[src/rtl/cs_wait_pkg.sv]
`default_nettype none
// cs_wait_pkg - shared state type and sizes for the chip-select wait-state generator; rev 1.0
package cs_wait_pkg;

   typedef enum logic [1:0] {
      IDLE = 2'd0,
      WAIT = 2'd1,
      HOLD = 2'd2
   } state_t;

   localparam int REGION_W    = 2;
   localparam int NUM_REGIONS = 4;
   localparam int STAT_W      = 16;

endpackage
`default_nettype wire

[src/rtl/cs_prio_enc.sv]
`default_nettype none
// cs_prio_enc - lowest-index priority encoder over active-low chip selects; rev 1.0
module cs_prio_enc
   import cs_wait_pkg::*;
(
   input  logic [NUM_REGIONS-1:0] cs_n_i,
   output logic [REGION_W-1:0]    idx_o,
   output logic                   any_sel_o,
   output logic                   multi_sel_o
);

   logic [NUM_REGIONS-1:0] sel;

   always_comb begin
      sel   = ~cs_n_i;
      idx_o = '0;
      for (int i = NUM_REGIONS - 1; i >= 0; i--) begin
         if (sel[i]) idx_o = REGION_W'(i);
      end
      any_sel_o   = |sel;
      // Clearing the lowest set bit leaves something only if two or more were set.
      multi_sel_o = (sel & (sel - NUM_REGIONS'(1))) != '0;
   end

endmodule
`default_nettype wire

[src/rtl/cs_wait_state_gen.sv]
`default_nettype none
// cs_wait_state_gen - per-region Z80 WAIT_n generator with access strobes; rev 1.0
// Define CS_WAIT_STATS_EN to add acc_count: four 16-bit saturating per-region access counters.
module cs_wait_state_gen
   import cs_wait_pkg::*;
#(
   parameter int unsigned WAIT0 = 1,
   parameter int unsigned WAIT1 = 1,
   parameter int unsigned WAIT2 = 2,
   parameter int unsigned WAIT3 = 3,
   parameter int unsigned CNT_W = 3
) (
   input  logic                             clk,
   input  logic                             RESETn,
   input  logic                             cen,
   input  logic                             MREQ_n,
   input  logic                             RD_n,
   input  logic                             WR_n,
   input  logic [NUM_REGIONS-1:0]           CS_n,
   output logic                             WAIT_n,
   output logic [REGION_W-1:0]              region,
   output logic                             rd_start,
   output logic                             wr_start,
   output logic                             busy,
   output logic                             cs_conflict
`ifdef CS_WAIT_STATS_EN
   ,
   output logic [NUM_REGIONS*STAT_W-1:0]    acc_count
`endif
);

   localparam int unsigned MAX_WAIT = (1 << CNT_W) - 1;

   if (WAIT0 > MAX_WAIT || WAIT1 > MAX_WAIT || WAIT2 > MAX_WAIT || WAIT3 > MAX_WAIT) begin : g_wait_range_check
      $error("cs_wait_state_gen: a WAITx parameter exceeds 2**CNT_W-1");
   end

   logic [REGION_W-1:0] sel_idx;
   logic                sel_any;
   logic                sel_multi;

   cs_prio_enc u_prio_enc (
      .cs_n_i      (CS_n),
      .idx_o       (sel_idx),
      .any_sel_o   (sel_any),
      .multi_sel_o (sel_multi)
   );

   logic [CNT_W-1:0] sel_wait;

   always_comb begin
      sel_wait = CNT_W'(WAIT0);
      case (sel_idx)
         2'd1:    sel_wait = CNT_W'(WAIT1);
         2'd2:    sel_wait = CNT_W'(WAIT2);
         2'd3:    sel_wait = CNT_W'(WAIT3);
         default: sel_wait = CNT_W'(WAIT0);
      endcase
   end

   state_t              state_q;
   logic [CNT_W-1:0]    cnt_q;
   logic                wait_n_q;
   logic [REGION_W-1:0] region_q;
   logic                rd_q;
   logic                wr_q;
   logic                busy_q;
   logic                conf_q;
   logic                start;

   assign start = cen && (state_q == IDLE) && !MREQ_n && (!RD_n || !WR_n) && sel_any;

   always_ff @(posedge clk or negedge RESETn) begin
      if (!RESETn) begin
         state_q  <= IDLE;
         cnt_q    <= '0;
         wait_n_q <= 1'b1;
         region_q <= '0;
         rd_q     <= 1'b0;
         wr_q     <= 1'b0;
         busy_q   <= 1'b0;
         conf_q   <= 1'b0;
      end else begin
         // Strobes live for one clk regardless of cen.
         rd_q   <= 1'b0;
         wr_q   <= 1'b0;
         conf_q <= 1'b0;
         if (cen) begin
            unique case (state_q)
               IDLE: begin
                  if (start) begin
                     region_q <= sel_idx;
                     rd_q     <= !RD_n;
                     wr_q     <= RD_n && !WR_n;
                     conf_q   <= sel_multi;
                     busy_q   <= 1'b1;
                     if (sel_wait != '0) begin
                        cnt_q    <= sel_wait;
                        wait_n_q <= 1'b0;
                        state_q  <= WAIT;
                     end else begin
                        state_q  <= HOLD;
                     end
                  end
               end
               WAIT: begin
                  if (cnt_q == CNT_W'(1)) begin
                     cnt_q    <= '0;
                     wait_n_q <= 1'b1;
                     state_q  <= HOLD;
                  end else begin
                     cnt_q    <= cnt_q - CNT_W'(1);
                  end
               end
               HOLD: begin
                  if (MREQ_n) begin
                     busy_q  <= 1'b0;
                     state_q <= IDLE;
                  end
               end
               default: state_q <= IDLE;
            endcase
         end
      end
   end

   assign WAIT_n      = wait_n_q;
   assign region      = region_q;
   assign rd_start    = rd_q;
   assign wr_start    = wr_q;
   assign busy        = busy_q;
   assign cs_conflict = conf_q;

`ifdef CS_WAIT_STATS_EN
   for (genvar g = 0; g < NUM_REGIONS; g++) begin : g_stats
      logic [STAT_W-1:0] acc_q;
      logic [STAT_W-1:0] acc_d;

      always_comb begin
         acc_d = acc_q;
         if (start && (sel_idx == REGION_W'(g)) && (acc_q != '1)) acc_d = acc_q + STAT_W'(1);
      end

      always_ff @(posedge clk or negedge RESETn) begin
         if (!RESETn) acc_q <= '0;
         else         acc_q <= acc_d;
      end

      assign acc_count[g*STAT_W +: STAT_W] = acc_q;
   end
`endif

endmodule
`default_nettype wire

[config.mk]
export PLATFORM = sky130hd
export DESIGN_NAME = cs_wait_state_gen
export DESIGN_NICKNAME = d
export VERILOG_FILES = /design/src/rtl/cs_wait_pkg.sv /design/src/rtl/cs_prio_enc.sv /design/src/rtl/cs_wait_state_gen.sv
export SDC_FILE = /design/constraint.sdc
export NUM_CORES = 1
export LEC_CHECK = 0
export BUFFER_PORTS_ARGS = -buffer_cell sky130_fd_sc_hd__buf_4
export CAP_MARGIN = 0
export CORE_AREA = 2 2 39 41
export CTS_CLUSTER_SIZE = 12
export DETAILED_ROUTE_END_ITERATION = 10
export DIE_AREA = 0 0 41 43
export PLACE_DENSITY = 0.74
export SLEW_MARGIN = 20
export SYNTH_ARGS = -nofsm -noshare
export SYNTH_HDL_FRONTEND = slang
export SYNTH_SLANG_ARGS = --single-unit
[constraint.sdc]
create_clock -name clk -period 3.82 [get_ports clk]
set_input_delay 0.764 -clock clk [delete_from_list [all_inputs] [get_ports clk]]
set_output_delay 0.764 -clock clk [all_outputs]
set_load 0.05 [all_outputs]
# [Yosys cells after proc, flatten, opt, wreduce, memory -nomap -nowiden]
# Index checks and enable logic that the tools add are counted.
# W data, S select, Z words.
[word_totals] reg_bits=12 out_inout_bits=7 wordCells=71
[classes] addsub=2 n_eq_ne=9 mux=30 bitwise=2 reduce_logical=20
[ops] cell="$mux W2" n=8
[ops] cell="$mux W1" n=14
[ops] cell="$reduce_and A4 Y1" n=3
[ops] cell="$mux W3" n=3
[ops] cell="$eq A2 B2 Y1 const B" n=3
[ops] cell="$ne A2 B2 Y1 const B" n=3
[ops] cell="$pmux W2 S3" n=1
[ops] cell="$pmux W3 S2" n=1
[ops] cell="$logic_and A1 B1 Y1" n=5
[ops] cell="$reduce_and A5 Y1" n=1
[ops] cell="$and A4 B4 Y4" n=1
[ops] cell="$not A4 Y4" n=1
[ops] cell="$pmux W1 S2" n=2
[ops] cell="$pmux W2 S2" n=1
[ops] cell="$reduce_bool A2 Y1" n=2
[ops] cell="$reduce_bool A4 Y1" n=1
[ops] cell="$reduce_or A4 Y1" n=1
[ops] cell="$sub A4 B1 Y4 const B" n=1
[ops] cell="$eq A3 B1 Y1 const B" n=1
[ops] cell="$logic_not A1 Y1" n=3
[ops] cell="$reduce_and A3 Y1" n=1
[ops] cell="$reduce_bool A3 Y1" n=1
[ops] cell="$sub A3 B1 Y3 const B" n=1
[ops] cell="$eq A2 B1 Y1 const B" n=1
[ops] cell="other kinds (3)" n=3

# [Longest topological paths before layout]
[logic_depth] depth_word=11 mapped_depth=5

# [Modules after synthesis]
# A second synthesis with hierarchy kept.
[unflattened] cells_unflattened=66 hier_area_um2=671.9
[modules_own_cells] module="cs_wait_state_gen" instances=1 cells_per_inst=58 area_each_um2=624.3 seq_area_each_um2=301.5
[modules_own_cells] module="cs_prio_enc" instances=1 cells_per_inst=8 area_each_um2=47.5 seq_area_each_um2=0.0

# [Worst setup path before layout]
# Ideal clock, no wire load.
[synth_timing] path_type="input to register" start="in MREQ_n" end="reg cnt_q[1]" setup_time_ps=124 t_arrival_ps=1964 required_ps=3696 slack_ps=1732 cell_stages=4 n_path_buf=1 path_cell_list="or4b_1 > clkbuf_2 > o31a_1 > o31a_1"
[synth_between] elab_chain_cells=6
[synth_lines] element="from (decl)" line="cs_wait_state_gen.sv:16" rtl="input logic MREQ_n,"
[synth_lines] element="$logic_not A1 Y1" line="cs_wait_state_gen.sv:71" rtl="assign start = cen && (state_q == IDLE) && !MREQ_n && (!RD_n || !WR_n) && sel_any;"
[synth_lines] element="$logic_and A1 B1 Y1 (3 in a row)" line="cs_wait_state_gen.sv:71"
[synth_lines] element="$ne A2 B2 Y1 (no source line)"
[synth_lines] element="$reduce_and A4 Y1 (no source line)"
[synth_lines] element="to (signal assigned)" line="cs_wait_state_gen.sv:98" rtl="cnt_q <= sel_wait;"
[synth_lines] element="to (signal assigned)" line="cs_wait_state_gen.sv:112" rtl="cnt_q <= cnt_q - CNT_W'(1);"
[synth_lines] element="to (decl)" line="cs_wait_state_gen.sv:62" rtl="logic [CNT_W-1:0] cnt_q;"
# Every way passes these cells.
# A chain may end at the register's enable or synchronous reset.

# [Worst setup path after layout]
# Ends and elaborated chain as after synthesis.

==> flow_summary.ini <==
[status]
outcome = finished, final reports clean

[clocking]
cts-buffers-inserted = 3
numClockSinks = 12
cts_setup_buffers = 0
root_buffer = clkbuf_4
cts_resized = 0
cts_max_level = 1
clockBufferDepth = 2
cts_tree = built
insertion_delay_ns = 0.27
cts_hold_buf = 0
path_clk_slew_ns = 0.08

[global_routing]
grt_pass1_vias = 535
grt-ovfl-total = 0
grt_pass1_wl_mm = 2.208
grt_max_degree = 13
grt_usage_pct = 18.43
antenna_found_initial = 0

[setup_path]
crit_start = MREQ_n
r2r_setup_slack_ns = 1.93
r2r_start = state_q[0]$_DFFE_PN0P_
cp_max_fo = 7
reg2reg_depth = 3
crit_path_end_kind = register
crit_type = primary input to register
required_ns = 3.97
startpoint_type = primary input
r2r_end = cnt_q[1]$_DFFE_PN0P_
arrival_ns = 2.14

[logic_synthesis]
yosysWarnings = 0
synth.distinct_cells = 34
synth_seq_cells = 12
ys.flop_type = dfrtp_1
synth_edf_count = 0
ys_seq_area_share_pct = 45.30
netlist_instances = 69
postSynth.asyncResetShare_pct = 100.0
synth.avg_cell_area_um2 = 9.647
synth_area_um2 = 665.6
syn_nets = 81

[sta]
layout_setup_ws_ns = 1.834
setup_viol_count_final = 0
tns_ns = 0
worst_slew_pin_slew_ns = 0.6446
period_share_pct = 52.00
rsz0062_at_grt = no
period_minus_slack_ns = 1.986
finalMaxSlewViolations = 0
skew_ns = 0.006193
fmax_mhz = 503.5
hold_violations = 0
relSlewSlack_pct = 56.42

[detailed_routing]
dr_total_vias = 589
vias_per_cell = 5.718
routed_wl_mm = 1.435
ant_nets = 0
first_pass_iters = 4
drc = 0
routedWlPerCell_um = 13.93
drtIter0Drc = 16

[placement]
io_buffers = 16
dp_hpwl_mm = 1.106
post-place-ws_ns = 1.556
place.gp.congestion = 0.7650

[die]
start_util_pct = 48.10
ioPinCount = 17
fp.dieW_um = 41
die_h_um = 43
design.core.area_mm2 = 0.001384
dieArea_mm2 = 0.001763
fp-row-count = 14

[cells_and_area]
nNetsFinal = 100
most-common-layout-cells = buf_4, dfrtp_1, nand2_1
area_delta_synth_final_pct = 25.19
layout-drive-gt1-share_pct = 24.14
antennaDiodeCount = 0
final_common_cell = buf_4

[worst_hold_path]
hold_path.class = primary input to asynchronous set/reset pin

[pwr]
ir_worst_vdd_mv = 0.2848
p_leak_nw = 0.3775
power_density_mw_per_mm2 = 732.4

[run]
drv_cap = 0
-- state kept, by name, summed over array words and instances (netlist names) --
name,flops
wr_start,1
state_q,2
busy,1
cs_conflict,1
region,2
cnt_q,3
WAIT_n,1
rd_start,1
-- cells in the mapped netlist, types with 2 or more instances --
library cell / number / area, µm²
nor2b_1: 2 / 12.51
nand2_1: 5 / 18.77
nand3_1: 4 / 20.02
nand3b_1: 2 / 15.01
ha_1: 2 / 25.02
o21ai_0: 2 / 10.01
nor2_1: 4 / 15.01
o31a_1: 2 / 17.52
nor3b_1: 2 / 15.01
dfrtp_1: 11 / 275.3
a21oi_1: 4 / 20.02
nor3_1: 3 / 15.01
inv_1: 3 / 11.26
o311ai_0: 3 / 26.28
-- cell families (layout without fill, tap and decap cells) --
| group | after synthesis | after routing | share of synthesized area [%] |
|---|---|---|---|
| buffers and inverters | 5 | 23 | 3.006 |
| adder cells (fa/ha/maj) | 3 | 3 | 5.263 |
| flip-flops | 12 | 12 | 45.30 |
| AND/OR/NAND/NOR | 30 | 30 | 26.13 |
| AO/OA/AOI/OAI | 19 | 19 | 20.31 |
-- cell type report --
type	instances	area (µm²)
repair buffers	16	120.1
well taps	16	20.02
multi-input cells	52	344.1
fillers	127	550.5
inverters	3	11.26
clock buffers	4	36.28
flip-flops and latches	12	301.5
-- power by group --
| group | leakage, nW | total (mW) | internal [mW] | switching [mW] |
|---|---|---|---|---|
| combinational | 0.210 | 0.292 | 0.116 | 0.175 |
| clock | 0.0210 | 0.101 | 0.0579 | 0.0428 |
| sequential | 0.147 | 0.218 | 0.177 | 0.0407 |
| total | 0.378 | 0.610 | 0.351 | 0.259 |
-- stage by stage --
step                      utilization (%)  area [µm²]  hold slack (ns)  power [mW]  instances
after floorplan                         -       665.6           0.4684      0.4287         69
after global placement              57.59       797.0           0.4614      0.5064         99
after detailed placement            57.59       797.0           0.4691      0.5131         99
after CTS                           60.22       833.3           0.3188      0.6151        103
after global routing                60.22       833.3           0.3209      0.6512        103
final                               60.22       833.3           0.3186      0.6103        103
-- critical path, stage by stage --
cell    delay, ns
buf_4        0.12
or4b_1       0.59
o31a_1       0.37
o31a_1       0.30
-- layer usage --
metal / track usage [%] / routed length (µm) / up-vias
met3: 3.141 / 43 / 2
met4: 8.000 / 9 / 0
met1: 27.95 / 735 / 278
met2: 25.00 / 647 / 10
li1: - / - / 299
met5: 0 / 0 / -
-- how the worst max path moves through the flow --
| stage | end | depth (start not counted) |
|---|---|---|
| 6_report | cnt_q[1]$_DFFE_PN0P_ | 4 |
| 5_1_grt | cnt_q[1]$_DFFE_PN0P_ | 4 |
| 4_1_cts | cnt_q[1]$_DFFE_PN0P_ | 4 |
| 3_5_place_dp | cnt_q[1]$_DFFE_PN0P_ | 4 |
| 3_3_place_gp | cnt_q[1]$_DFFE_PN0P_ | 4 |
| 2_1_floorplan | cnt_q[1]$_DFFE_PN0P_ | 4 |
(Power assumes the default switching activity.)
